$ cat config.mk
export PLATFORM = sky130hd
export DESIGN_NAME = pc_sequencer
export DESIGN_NICKNAME = d
export VERILOG_FILES = /design/src/rtl/pipeline_pkg.sv /design/src/rtl/exc_prio_enc.sv /design/src/rtl/pc_sequencer.sv
export SDC_FILE = /design/constraint.sdc
export NUM_CORES = 1
export LEC_CHECK = 0
export BUFFER_PORTS_ARGS = -buffer_cell sky130_fd_sc_hd__buf_4
export CORE_ASPECT_RATIO = 0.75
export CORE_UTILIZATION = 50
export CTS_CLUSTER_SIZE = 40
export DETAILED_ROUTE_END_ITERATION = 8
export GPL_ROUTABILITY_DRIVEN = 0
export GPL_TIMING_DRIVEN = 1
export PLACE_DENSITY_LB_ADDON = 0.3
export SLEW_MARGIN = 0
export SYNTH_ARGS = -nofsm -noshare
export SYNTH_HDL_FRONTEND = slang
export SYNTH_HIERARCHICAL = 1
export SYNTH_SLANG_ARGS = --single-unit
$ cat constraint.sdc
create_clock -name clk -period 2.7 [get_ports clk]
set_input_delay 0.54 -clock clk [delete_from_list [all_inputs] [get_ports clk]]
set_output_delay 0.54 -clock clk [all_outputs]
set_load 0.01 [all_outputs]
$ cat src/rtl/pipeline_pkg.sv
// rtl/pipeline_pkg.sv - shared state encodings, exception codes and vector offsets
package pipeline_pkg;

  typedef enum logic [1:0] {
    S_BOOT = 2'd0,
    S_REQ  = 2'd1,
    S_WAIT = 2'd2,
    S_HALT = 2'd3
  } seq_state_e;

  // Bit positions inside the {fiq, irq, dabt, pabt, swi, undef} request vector
  localparam int EXC_BIT_UNDEF = 0;
  localparam int EXC_BIT_SWI   = 1;
  localparam int EXC_BIT_PABT  = 2;
  localparam int EXC_BIT_DABT  = 3;
  localparam int EXC_BIT_IRQ   = 4;
  localparam int EXC_BIT_FIQ   = 5;

  localparam logic [2:0] EXC_UNDEF = 3'd0;
  localparam logic [2:0] EXC_SWI   = 3'd1;
  localparam logic [2:0] EXC_PABT  = 3'd2;
  localparam logic [2:0] EXC_DABT  = 3'd3;
  localparam logic [2:0] EXC_IRQ   = 3'd5;
  localparam logic [2:0] EXC_FIQ   = 3'd6;

  localparam logic [4:0] OFF_UNDEF = 5'h04;
  localparam logic [4:0] OFF_SWI   = 5'h08;
  localparam logic [4:0] OFF_PABT  = 5'h0C;
  localparam logic [4:0] OFF_DABT  = 5'h10;
  localparam logic [4:0] OFF_IRQ   = 5'h18;
  localparam logic [4:0] OFF_FIQ   = 5'h1C;

  // Redirect ranking used when merging pending events; 0 means nothing
  localparam logic [2:0] RANK_NONE   = 3'd0;
  localparam logic [2:0] RANK_BRANCH = 3'd1;

  function automatic logic [2:0] exc_rank(input logic [2:0] code);
    logic [2:0] r;
    r = RANK_NONE;
    case (code)
      EXC_DABT:  r = 3'd7;
      EXC_FIQ:   r = 3'd6;
      EXC_IRQ:   r = 3'd5;
      EXC_PABT:  r = 3'd4;
      EXC_UNDEF: r = 3'd3;
      EXC_SWI:   r = 3'd2;
      default:   r = RANK_NONE;
    endcase
    return r;
  endfunction

endpackage

$ cat src/rtl/exc_prio_enc.sv
// rtl/exc_prio_enc.sv - combinational exception priority encoder
module exc_prio_enc
  import pipeline_pkg::*;
(
  input  logic [5:0] i_exc,
  output logic       o_valid,
  output logic [2:0] o_code,
  output logic [4:0] o_offset
);

  always_comb begin
    o_valid  = 1'b1;
    o_code   = EXC_UNDEF;
    o_offset = OFF_UNDEF;
    if (i_exc[EXC_BIT_DABT]) begin
      o_code   = EXC_DABT;
      o_offset = OFF_DABT;
    end else if (i_exc[EXC_BIT_FIQ]) begin
      o_code   = EXC_FIQ;
      o_offset = OFF_FIQ;
    end else if (i_exc[EXC_BIT_IRQ]) begin
      o_code   = EXC_IRQ;
      o_offset = OFF_IRQ;
    end else if (i_exc[EXC_BIT_PABT]) begin
      o_code   = EXC_PABT;
      o_offset = OFF_PABT;
    end else if (i_exc[EXC_BIT_UNDEF]) begin
      o_code   = EXC_UNDEF;
      o_offset = OFF_UNDEF;
    end else if (i_exc[EXC_BIT_SWI]) begin
      o_code   = EXC_SWI;
      o_offset = OFF_SWI;
    end else begin
      o_valid  = 1'b0;
      o_code   = EXC_UNDEF;
      o_offset = 5'h00;
    end
  end

endmodule

$ cat src/rtl/pc_sequencer.sv
// rtl/pc_sequencer.sv - fetch PC sequencer with branch/exception redirect and pending latch
module pc_sequencer
  import pipeline_pkg::*;
#(
  parameter int                    DATA_WIDTH   = 32,
  parameter logic [DATA_WIDTH-1:0] RESET_VECTOR = '0,
  parameter logic [DATA_WIDTH-1:0] VEC_BASE     = '0
) (
  input  logic                  clk,
  input  logic                  reset,
  input  logic                  i_stall,
  input  logic                  i_branch,
  input  logic [DATA_WIDTH-1:0] i_branch_target,
  input  logic [5:0]            i_exc,
  input  logic [DATA_WIDTH-1:0] i_exc_pc,
  input  logic                  i_imem_ack,
  output logic                  o_imem_req,
  output logic [DATA_WIDTH-1:0] o_PC,
  output logic                  o_inst_valid,
  output logic                  o_exc_taken,
  output logic [2:0]            o_exc_code,
  output logic [DATA_WIDTH-1:0] o_link_pc
);

  seq_state_e            state_q, state_d;
  logic [DATA_WIDTH-1:0] pc_q, pc_d;
  logic                  pend_valid_q, pend_valid_d;
  logic                  pend_is_exc_q, pend_is_exc_d;
  logic [2:0]            pend_code_q, pend_code_d;
  logic [DATA_WIDTH-1:0] pend_target_q, pend_target_d;
  logic [DATA_WIDTH-1:0] pend_link_q, pend_link_d;
  logic                  exc_taken_q, exc_taken_d;
  logic [2:0]            exc_code_q, exc_code_d;
  logic [DATA_WIDTH-1:0] link_q, link_d;

  logic                  enc_valid;
  logic [2:0]            enc_code;
  logic [4:0]            enc_offset;

  logic                  req_active;
  logic                  ack_hit;
  logic                  cur_valid;
  logic [2:0]            cur_rank;
  logic [2:0]            pend_rank;
  logic [DATA_WIDTH-1:0] cur_target;
  logic                  mrg_valid;
  logic                  mrg_is_exc;
  logic [2:0]            mrg_code;
  logic [DATA_WIDTH-1:0] mrg_target;
  logic [DATA_WIDTH-1:0] mrg_link;

  exc_prio_enc u_exc_prio_enc (
    .i_exc    (i_exc),
    .o_valid  (enc_valid),
    .o_code   (enc_code),
    .o_offset (enc_offset)
  );

  // Merge this cycle's strobe with the latched event; a tie keeps the older one
  always_comb begin
    req_active = (state_q == S_WAIT) || ((state_q == S_REQ) && !i_stall);
    ack_hit    = req_active && i_imem_ack;
    cur_valid  = enc_valid || i_branch;
    cur_rank   = enc_valid ? exc_rank(enc_code) : (i_branch ? RANK_BRANCH : RANK_NONE);
    cur_target = enc_valid ? (VEC_BASE + DATA_WIDTH'(enc_offset)) : i_branch_target;
    pend_rank  = !pend_valid_q ? RANK_NONE
               : (pend_is_exc_q ? exc_rank(pend_code_q) : RANK_BRANCH);
    mrg_valid  = pend_valid_q || cur_valid;
    if (cur_rank > pend_rank) begin
      mrg_is_exc = enc_valid;
      mrg_code   = enc_code;
      mrg_target = cur_target;
      mrg_link   = i_exc_pc;
    end else begin
      mrg_is_exc = pend_is_exc_q;
      mrg_code   = pend_code_q;
      mrg_target = pend_target_q;
      mrg_link   = pend_link_q;
    end
  end

  always_comb begin
    state_d       = state_q;
    pc_d          = pc_q;
    pend_valid_d  = pend_valid_q;
    pend_is_exc_d = pend_is_exc_q;
    pend_code_d   = pend_code_q;
    pend_target_d = pend_target_q;
    pend_link_d   = pend_link_q;
    exc_taken_d   = 1'b0;
    exc_code_d    = exc_code_q;
    link_d        = link_q;
    case (state_q)
      S_BOOT: begin
        state_d = S_REQ;
        pc_d    = RESET_VECTOR;
      end
      S_REQ, S_WAIT: begin
        if (ack_hit) begin
          state_d      = S_REQ;
          pend_valid_d = 1'b0;
          if (mrg_valid) begin
            pc_d = mrg_target;
            if (mrg_is_exc) begin
              exc_taken_d = 1'b1;
              exc_code_d  = mrg_code;
              link_d      = mrg_link;
            end
          end else begin
            pc_d = pc_q + DATA_WIDTH'(4);
          end
        end else begin
          if (req_active) begin
            state_d = S_WAIT;
          end
          pend_valid_d  = mrg_valid;
          pend_is_exc_d = mrg_is_exc;
          pend_code_d   = mrg_code;
          pend_target_d = mrg_target;
          pend_link_d   = mrg_link;
        end
      end
      S_HALT: begin
        if (i_exc[EXC_BIT_FIQ] || i_exc[EXC_BIT_IRQ]) begin
          state_d = S_REQ;
        end
      end
      default: state_d = S_BOOT;
    endcase
  end

  always_ff @(posedge clk or negedge reset) begin
    if (!reset) begin
      state_q       <= S_BOOT;
      pc_q          <= RESET_VECTOR;
      pend_valid_q  <= 1'b0;
      pend_is_exc_q <= 1'b0;
      pend_code_q   <= 3'd0;
      pend_target_q <= '0;
      pend_link_q   <= '0;
      exc_taken_q   <= 1'b0;
      exc_code_q    <= 3'd0;
      link_q        <= '0;
    end else begin
      state_q       <= state_d;
      pc_q          <= pc_d;
      pend_valid_q  <= pend_valid_d;
      pend_is_exc_q <= pend_is_exc_d;
      pend_code_q   <= pend_code_d;
      pend_target_q <= pend_target_d;
      pend_link_q   <= pend_link_d;
      exc_taken_q   <= exc_taken_d;
      exc_code_q    <= exc_code_d;
      link_q        <= link_d;
    end
  end

  assign o_imem_req   = req_active;
  assign o_inst_valid = ack_hit && !mrg_valid;
  assign o_PC         = pc_q;
  assign o_exc_taken  = exc_taken_q;
  assign o_exc_code   = exc_code_q;
  assign o_link_pc    = link_q;

endmodule

## After elaboration in Yosys (flattened, before gate mapping)

Cells that the tools add are included.

| operators by class | value |
|---|---|
| $add $sub $neg | 1 |
| $mul | 0 |
| divide/modulo/power cells | 0 |
| order comparisons | 1 |
| equality and inequality tests | 16 |
| shift-type cells | 0 |
| mux-type cells | 41 |
| bitwise logic cells | 1 |
| reduce and logical (&&, ||, !) cells | 18 |

Operator list:

| cell | number |
|---|---|
| two-way mux 32 bit | 5 |
| one-hot mux 32 bit (2 select lines) | 1 |
| one-hot mux 3 bit (6 select lines) | 2 |
| adder 32 x 3 -> 32 bit (second input constant) | 1 |
| two-way mux 3 bit | 9 |
| two-way mux 5 bit | 5 |
| two-way mux 1 bit | 14 |
| equality test 3 x 2 -> 1 bit (second input constant) | 4 |
| equality test 3 bit (second input constant) | 4 |
| equality test 3 x 1 -> 1 bit (second input constant) | 2 |
| logical NOT 3 bit | 2 |
| two-way mux 2 bit | 3 |
| one-hot mux 2 bit (3 select lines) | 1 |
| AND reduction 2 bit | 3 |
| equality test 2 bit (second input constant) | 2 |
| logical OR 1 bit | 4 |
| two-way mux 4 bit | 1 |
| inequality test 2 bit (second input constant) | 2 |
| AND reduction 4 bit | 1 |
| greater-than comparator 3 bit | 1 |
| logical AND 1 bit | 3 |
| inequality test 3 bit (second input constant) | 1 |
| equality test 2 x 1 -> 1 bit (second input constant) | 1 |
| logical NOT 1 bit | 2 |
| 4 further kinds | 4 |

| word-level totals | value |
|---|---|
| register bits | 139 |
| latch bits | 0 |
| bits in writable memories | 0 |
| memory bits (read-only) | 0 |
| input port bits | 75 |
| output and inout bits | 70 |
| word-level logic and storage cells | 88 |
| memories kept | 0 |

## Logic depth before layout (Yosys ltp)

| depth | value |
|---|---|
| word-level depth | 15 |
| gate-level depth with buffers | 14 |
| mapped depth without buffers | 12 |

## Modules after synthesis

The synthesis kept the hierarchy.

Modules (own cells, without submodules):

| module | instances | cells each | area each (sq um) | sequential area each (sq um) |
|---|---|---|---|---|
| pc_sequencer | 1 | 658 | 7352.1 | 3478.3 |
| exc_prio_enc | 1 | 17 | 105.1 | 0.0 |

## Worst setup path before layout

Ideal clock, no wire load.

| timing path | value |
|---|---|
| path kind | in2reg |
| start | in i_exc[3] |
| end | reg exc_code_q[0], in the netlist o_exc_code[0] |
| library setup time | 0.125 ns |
| data arrival time | 3.559 ns |
| data required time | 2.575 ns |
| path slack | -0.984 ns |
| stages | 12 |
| path through | or3_4 or4_1 clkbuf_1 clkbuf_1 and2_1 ha_1 a211o_1 and2_1 buf_2 o21ai_4 buf_6 mux2_2 |

| between the ends | value |
|---|---|
| elaborated cells between the ends (all ways) | 16 |
| those cells by class | order compare (1); eq/ne (5); mux (6); reduce/logical (4) |

RTL lines:

| element | line | RTL |
|---|---|---|
| start: declaration | pc_sequencer.sv:14 | `input logic [5:0] i_exc,` |
| two-way mux 1 bit (*) | exc_prio_enc.sv:15 | `if (i_exc[EXC_BIT_DABT]) begin` |
| net enc_valid | pc_sequencer.sv:36 | `logic enc_valid;` |
| two-way mux 3 bit | pc_sequencer.sv:64 | `cur_rank = enc_valid ? exc_rank(enc_code) : (i_branch ? RANK_BRANCH : RANK_NONE);` |
| greater-than comparator 3 bit | pc_sequencer.sv:69 | `if (cur_rank > pend_rank) begin` |
| two-way mux 1 bit | pc_sequencer.sv:69 |  |
| AND reduction 4 bit (no source line) | -- |  |
| end signal: assignment | pc_sequencer.sv:153 | `exc_code_q <= exc_code_d;` |
| end: declaration | pc_sequencer.sv:33 | `logic [2:0] exc_code_q, exc_code_d;` |

Mark *: on every way through the listed nets, which the timed path passes. The rest lies on a longest branch.
A chain may end at the register's enable or synchronous reset.

## Final worst setup path

| timing path | value |
|---|---|
| start | in i_exc[3] |
| end | reg pend_target_q[21] |

| between the ends | value |
|---|---|
| elaborated cells between the ends (all ways) | 13 |
| those cells by class | order compare (1); eq/ne (5); mux (6); reduce/logical (1) |

RTL lines:

| element | line | RTL |
|---|---|---|
| two-way mux 1 bit (*) | exc_prio_enc.sv:15 |  |
| net enc_valid | pc_sequencer.sv:36 |  |
| two-way mux 3 bit | pc_sequencer.sv:64 |  |
| greater-than comparator 3 bit | pc_sequencer.sv:69 |  |
| two-way mux 32 bit (*) | pc_sequencer.sv:69 |  |
| end signal: assignment | pc_sequencer.sv:150 | `pend_target_q <= pend_target_d;` |
| end: declaration | pc_sequencer.sv:30 | `logic [DATA_WIDTH-1:0] pend_target_q, pend_target_d;` |

Marks and branches as above.

==> impl_metrics.py <==
metrics = {
    "run_status": {
        "run_status": "complete, but fails checks",
        "violations": "negative setup slack",
    },
    "clocking": {
        "clkLatencyLatePin_ps": 420,
        "cts_hold_buf": 0,
        "cts-root-buf": "clkbuf_16",
        "clock-sinks": 139,
        "cts_max_level": 4,
        "cts_buffers": 17,
        "clk_pin_slew_ps": 60,
        "cts_tree": "yes",
        "clockBufferDepth": 2,
    },
    "sta": {
        "setup_violations": 136,
        "skew_ps": 7.95,
        "min_period_over_period": 1.14,
        "worst_slack_ps": -386,
        "rsz0062_at_grt": "yes",
        "worstMarginPinSlew_ps": 812,
        "slew_violations": 0,
        "max_freq_ghz": 0.324,
        "setup-tns-final_ps": -33660,
        "hold_viol": 0,
        "fin_crit_ps": 3090,
        "max-slew-margin-rel": 0.456,
    },
    "floorplanning": {
        "die-area_sq_mm": 0.0154,
        "rows": 38,
        "start_util": 0.514,
        "die_w_um": 143,
        "die_h_um": 108,
        "core_sq_mm": 0.0145,
        "io_pins": 145,
    },
    "global_route": {
        "grt_max_degree": 61,
        "met3_usage": 0.0574,
        "grt_pass1_wl_um": 33300,
        "busiest_layer": "met2",
        "first_global_vias": 6323,
        "grtUsageMet1": 0.398,
        "grt_use_total": 0.287,
        "antenna_found_initial": 0,
        "globalRouteMet2Util": 0.445,
        "gr-total-overflow": 0,
    },
    "pwr": {
        "power.switching_mw": 6.74,
        "finalPower_mw": 18.2,
        "p_clk_frac": 0.129,
        "internal-power_mw": 11.5,
        "power_frac_comb": 0.684,
        "max-vdd-ir-drop_v": 0.00121,
        "seqPwrFrac": 0.187,
        "p_sw_frac": 0.370,
        "p_leak_nw": 4.77,
        "power_density_mw_per_mm2": 1690,
    },
    "synthesis": {
        "synthFlopType": "dfrtp_1",
        "synth_top_family_by_area": "multiplexers",
        "synth_seq_area_share": 0.466,
        "synthCells": 675,
        "syn_avg_cell_area_sq_um": 11.0,
        "ys_top_cells_by_area": "dfrtp_1 (47%), mux2_2 (20%), mux2i_1 (3.2%)",
        "synth-simple-area-share": 0.134,
        "synth.yosys.warnings": 6,
        "synth.area.mux_share": 0.236,
        "synth_edf_count": 0,
        "synthAdderAreaFrac": 0.0134,
        "async_flop_share": 1.00,
        "synth_top_area_frac": 0.466,
        "synth_area_sq_mm": 0.00746,
        "ys_seq_elements": 139,
        "yosys.area.top_type": "dfrtp_1",
        "synth_compound_area_frac": 0.101,
        "synthXorXnorAreaFrac": 0.00705,
        "synth.distinct_cells": 58,
    },
    "critical_path": {
        "cpPeakStageDelay_ps": 500,
        "path_delay_family": "simple AND/OR/NAND/NOR gates",
        "end_kind": "flop",
        "crit_path_cell_trace": "buf_6 > or3_4 > or4_4 > and2_4 > ha_4 > nor2_2 > a31oi_2 > buf_4 > buf_6 > nand4_1 > buf_8 > buf_12 > buf_16 > o21ai_0",
        "criticalPathCategory": "in -> reg",
        "cpMostUsedCell": "buf_6",
        "worst-path-buf-inv": 6,
        "crit_path_max_fanout": 14,
        "start_kind": "input pin",
        "cpMaxStageDelayCell": "or4_4",
        "arrival_ps": 3390,
        "crit_required_ps": 3000,
    },
    "cells_and_area": {
        "antenna_cells": 0,
        "fin_area_sq_mm": 0.0108,
        "syn_to_final_growth_pct": 44.8,
        "stdcell_count": 1091,
        "final_net_count": 961,
        "drive_gt1_frac": 0.508,
        "utilization": 0.745,
    },
    "drt": {
        "firstDrtPassIters": 5,
        "viasPerCell": 5.96,
        "drc": 0,
        "wirelength_um": 23500,
        "ant_nets": 0,
        "vias": 6506,
        "routedWlPerCell_um": 21.5,
        "drt_iter0_markers": 594,
    },
    "hold_path": {
        "hp-class": "in -> async",
    },
    "flow_run": {
        "maxCapViolations": 0,
    },
    "place": {
        "dp_hpwl_um": 13600,
        "placed_cells": 1031,
        "post_dp_cell_area_sq_mm": 0.00912,
        "port_buffers": 144,
    },
}
-- area by class of cell --
class	count	area [sq um]
sequential	139	3480
clock inverter	13	143
fill	924	3700
tap	200	250
timing repair buffer	223	2220
multi-input combinational	471	4150
inverter	26	97.6
clock buffer	19	453
-- timing repair --
action,in CTS,in global routing
pin swaps,3,11
cloned,10,7
buffers inserted,6,6
endpoints found under the setup margin,136,136
resized for setup,68,75
-- routing by layer --
layer / wire length, um / vias up
li1: - / 2852
met3: 1650 / 61
met4: 597 / 0
met2: 11000 / 342
met1: 10200 / 3251
met5: 0 / -
-- logic make-up (layout without fill, tap and decap cells) --
group | after synthesis | after routing
flip-flops | 139 | 139
AO/OA/AOI/OAI | 112 | 112
AND/OR/NAND/NOR | 184 | 184
XOR/XNOR | 6 | 6
other | 1 | 2
buffers and inverters | 66 | 281
adder cells (fa/ha/maj) | 8 | 8
multiplexers | 159 | 159
-- worst register-to-register path: stages, from the launching register on --
cell,delay (ps)
dfrtp_1,400
buf_4,160
xnor2_1,150
nand3_1,140
ha_4,320
nor2_2,50
a31oi_2,170
buf_4,160
buf_6,120
nand4_1,150
buf_8,240
buf_12,150
buf_16,140
o21ai_0,250
-- per-stage QoR --
step | setup WS, ps | hold WS [ps]
final | -386 | 62.3
after floorplan | -854 | 244
after global routing | -477 | 97.2
after CTS | -235 | 77.1
after detailed placement | -772 | 470
after global placement | -689 | 462
-- flip-flops by register name (all words and copies together) (netlist names), 2 cells and up --
name / flops
pend_target_q: 32
o_link_pc: 32
pend_code_q: 3
o_exc_code: 3
o_PC: 32
state_q: 2
pend_link_q: 32
-- power groups by stage --
stage	clock network [mW]	registers, mW	logic [mW]
finish	2.35	3.41	12.4
global route	2.47	3.48	12.9
CTS	2.37	3.35	10.2
detailed placement	0	3.37	7.50
global placement	0	3.31	7.19
floorplan	0	3.39	5.08
-- synth_stat cells, types with 5 or more instances --
| library cell | number |
|---|---|
| a21oi_1 | 12 |
| a31oi_1 | 7 |
| and2_1 | 10 |
| and3_1 | 5 |
| buf_2 | 15 |
| buf_4 | 5 |
| clkbuf_1 | 15 |
| dfrtp_1 | 139 |
| ha_1 | 8 |
| inv_1 | 26 |
| mux2_2 | 135 |
| mux2i_1 | 24 |
| nand2_1 | 44 |
| nand2b_1 | 16 |
| nand3_1 | 15 |
| nand4_1 | 16 |
| nor2_1 | 32 |
| nor2b_1 | 16 |
| o211ai_1 | 13 |
| o21ai_0 | 42 |
| o221ai_1 | 12 |
| or4_1 | 5 |
-- worst paths after layout --
path	from	cells after the start	slack, ps	endpoint
setup / recovery	i_exc[3]	14	-390	pend_target_q[21]
hold / removal	reset	1	60	o_link_pc[11]
setup reg to reg	pend_code_q[1]	13	-20	pend_target_q[21]
hold reg to reg	pend_target_q[19]	2	480	pend_target_q[19]
max in group asynchronous	reset	2	1910	pend_target_q[26]
min in group clk	i_exc_pc[9]	2	360	pend_link_q[9]
-- layout by cell type, fill, tap and decap left out, types with 8 or more instances in the layout --
cell type / netlist / routed
buf_4: 5 / 179
inv_1: 26 / 26
mux2_2: 135 / 89
clkbuf_16: 0 / 23
buf_16: 0 / 10
buf_6: 4 / 9
nor2b_1: 16 / 16
buf_12: 0 / 13
nor2_1: 32 / 29
nand4_1: 16 / 16
o211ai_1: 13 / 13
nand2_1: 44 / 43
o21ai_0: 42 / 25
o221ai_1: 12 / 8
mux2i_4: 0 / 9
a21oi_1: 12 / 10
mux2_4: 0 / 46
nand3_1: 15 / 15
dfrtp_1: 139 / 139
o21ai_2: 0 / 10
nand2b_1: 16 / 16
mux2i_1: 24 / 10
Power figures use the tool's default switching activity.
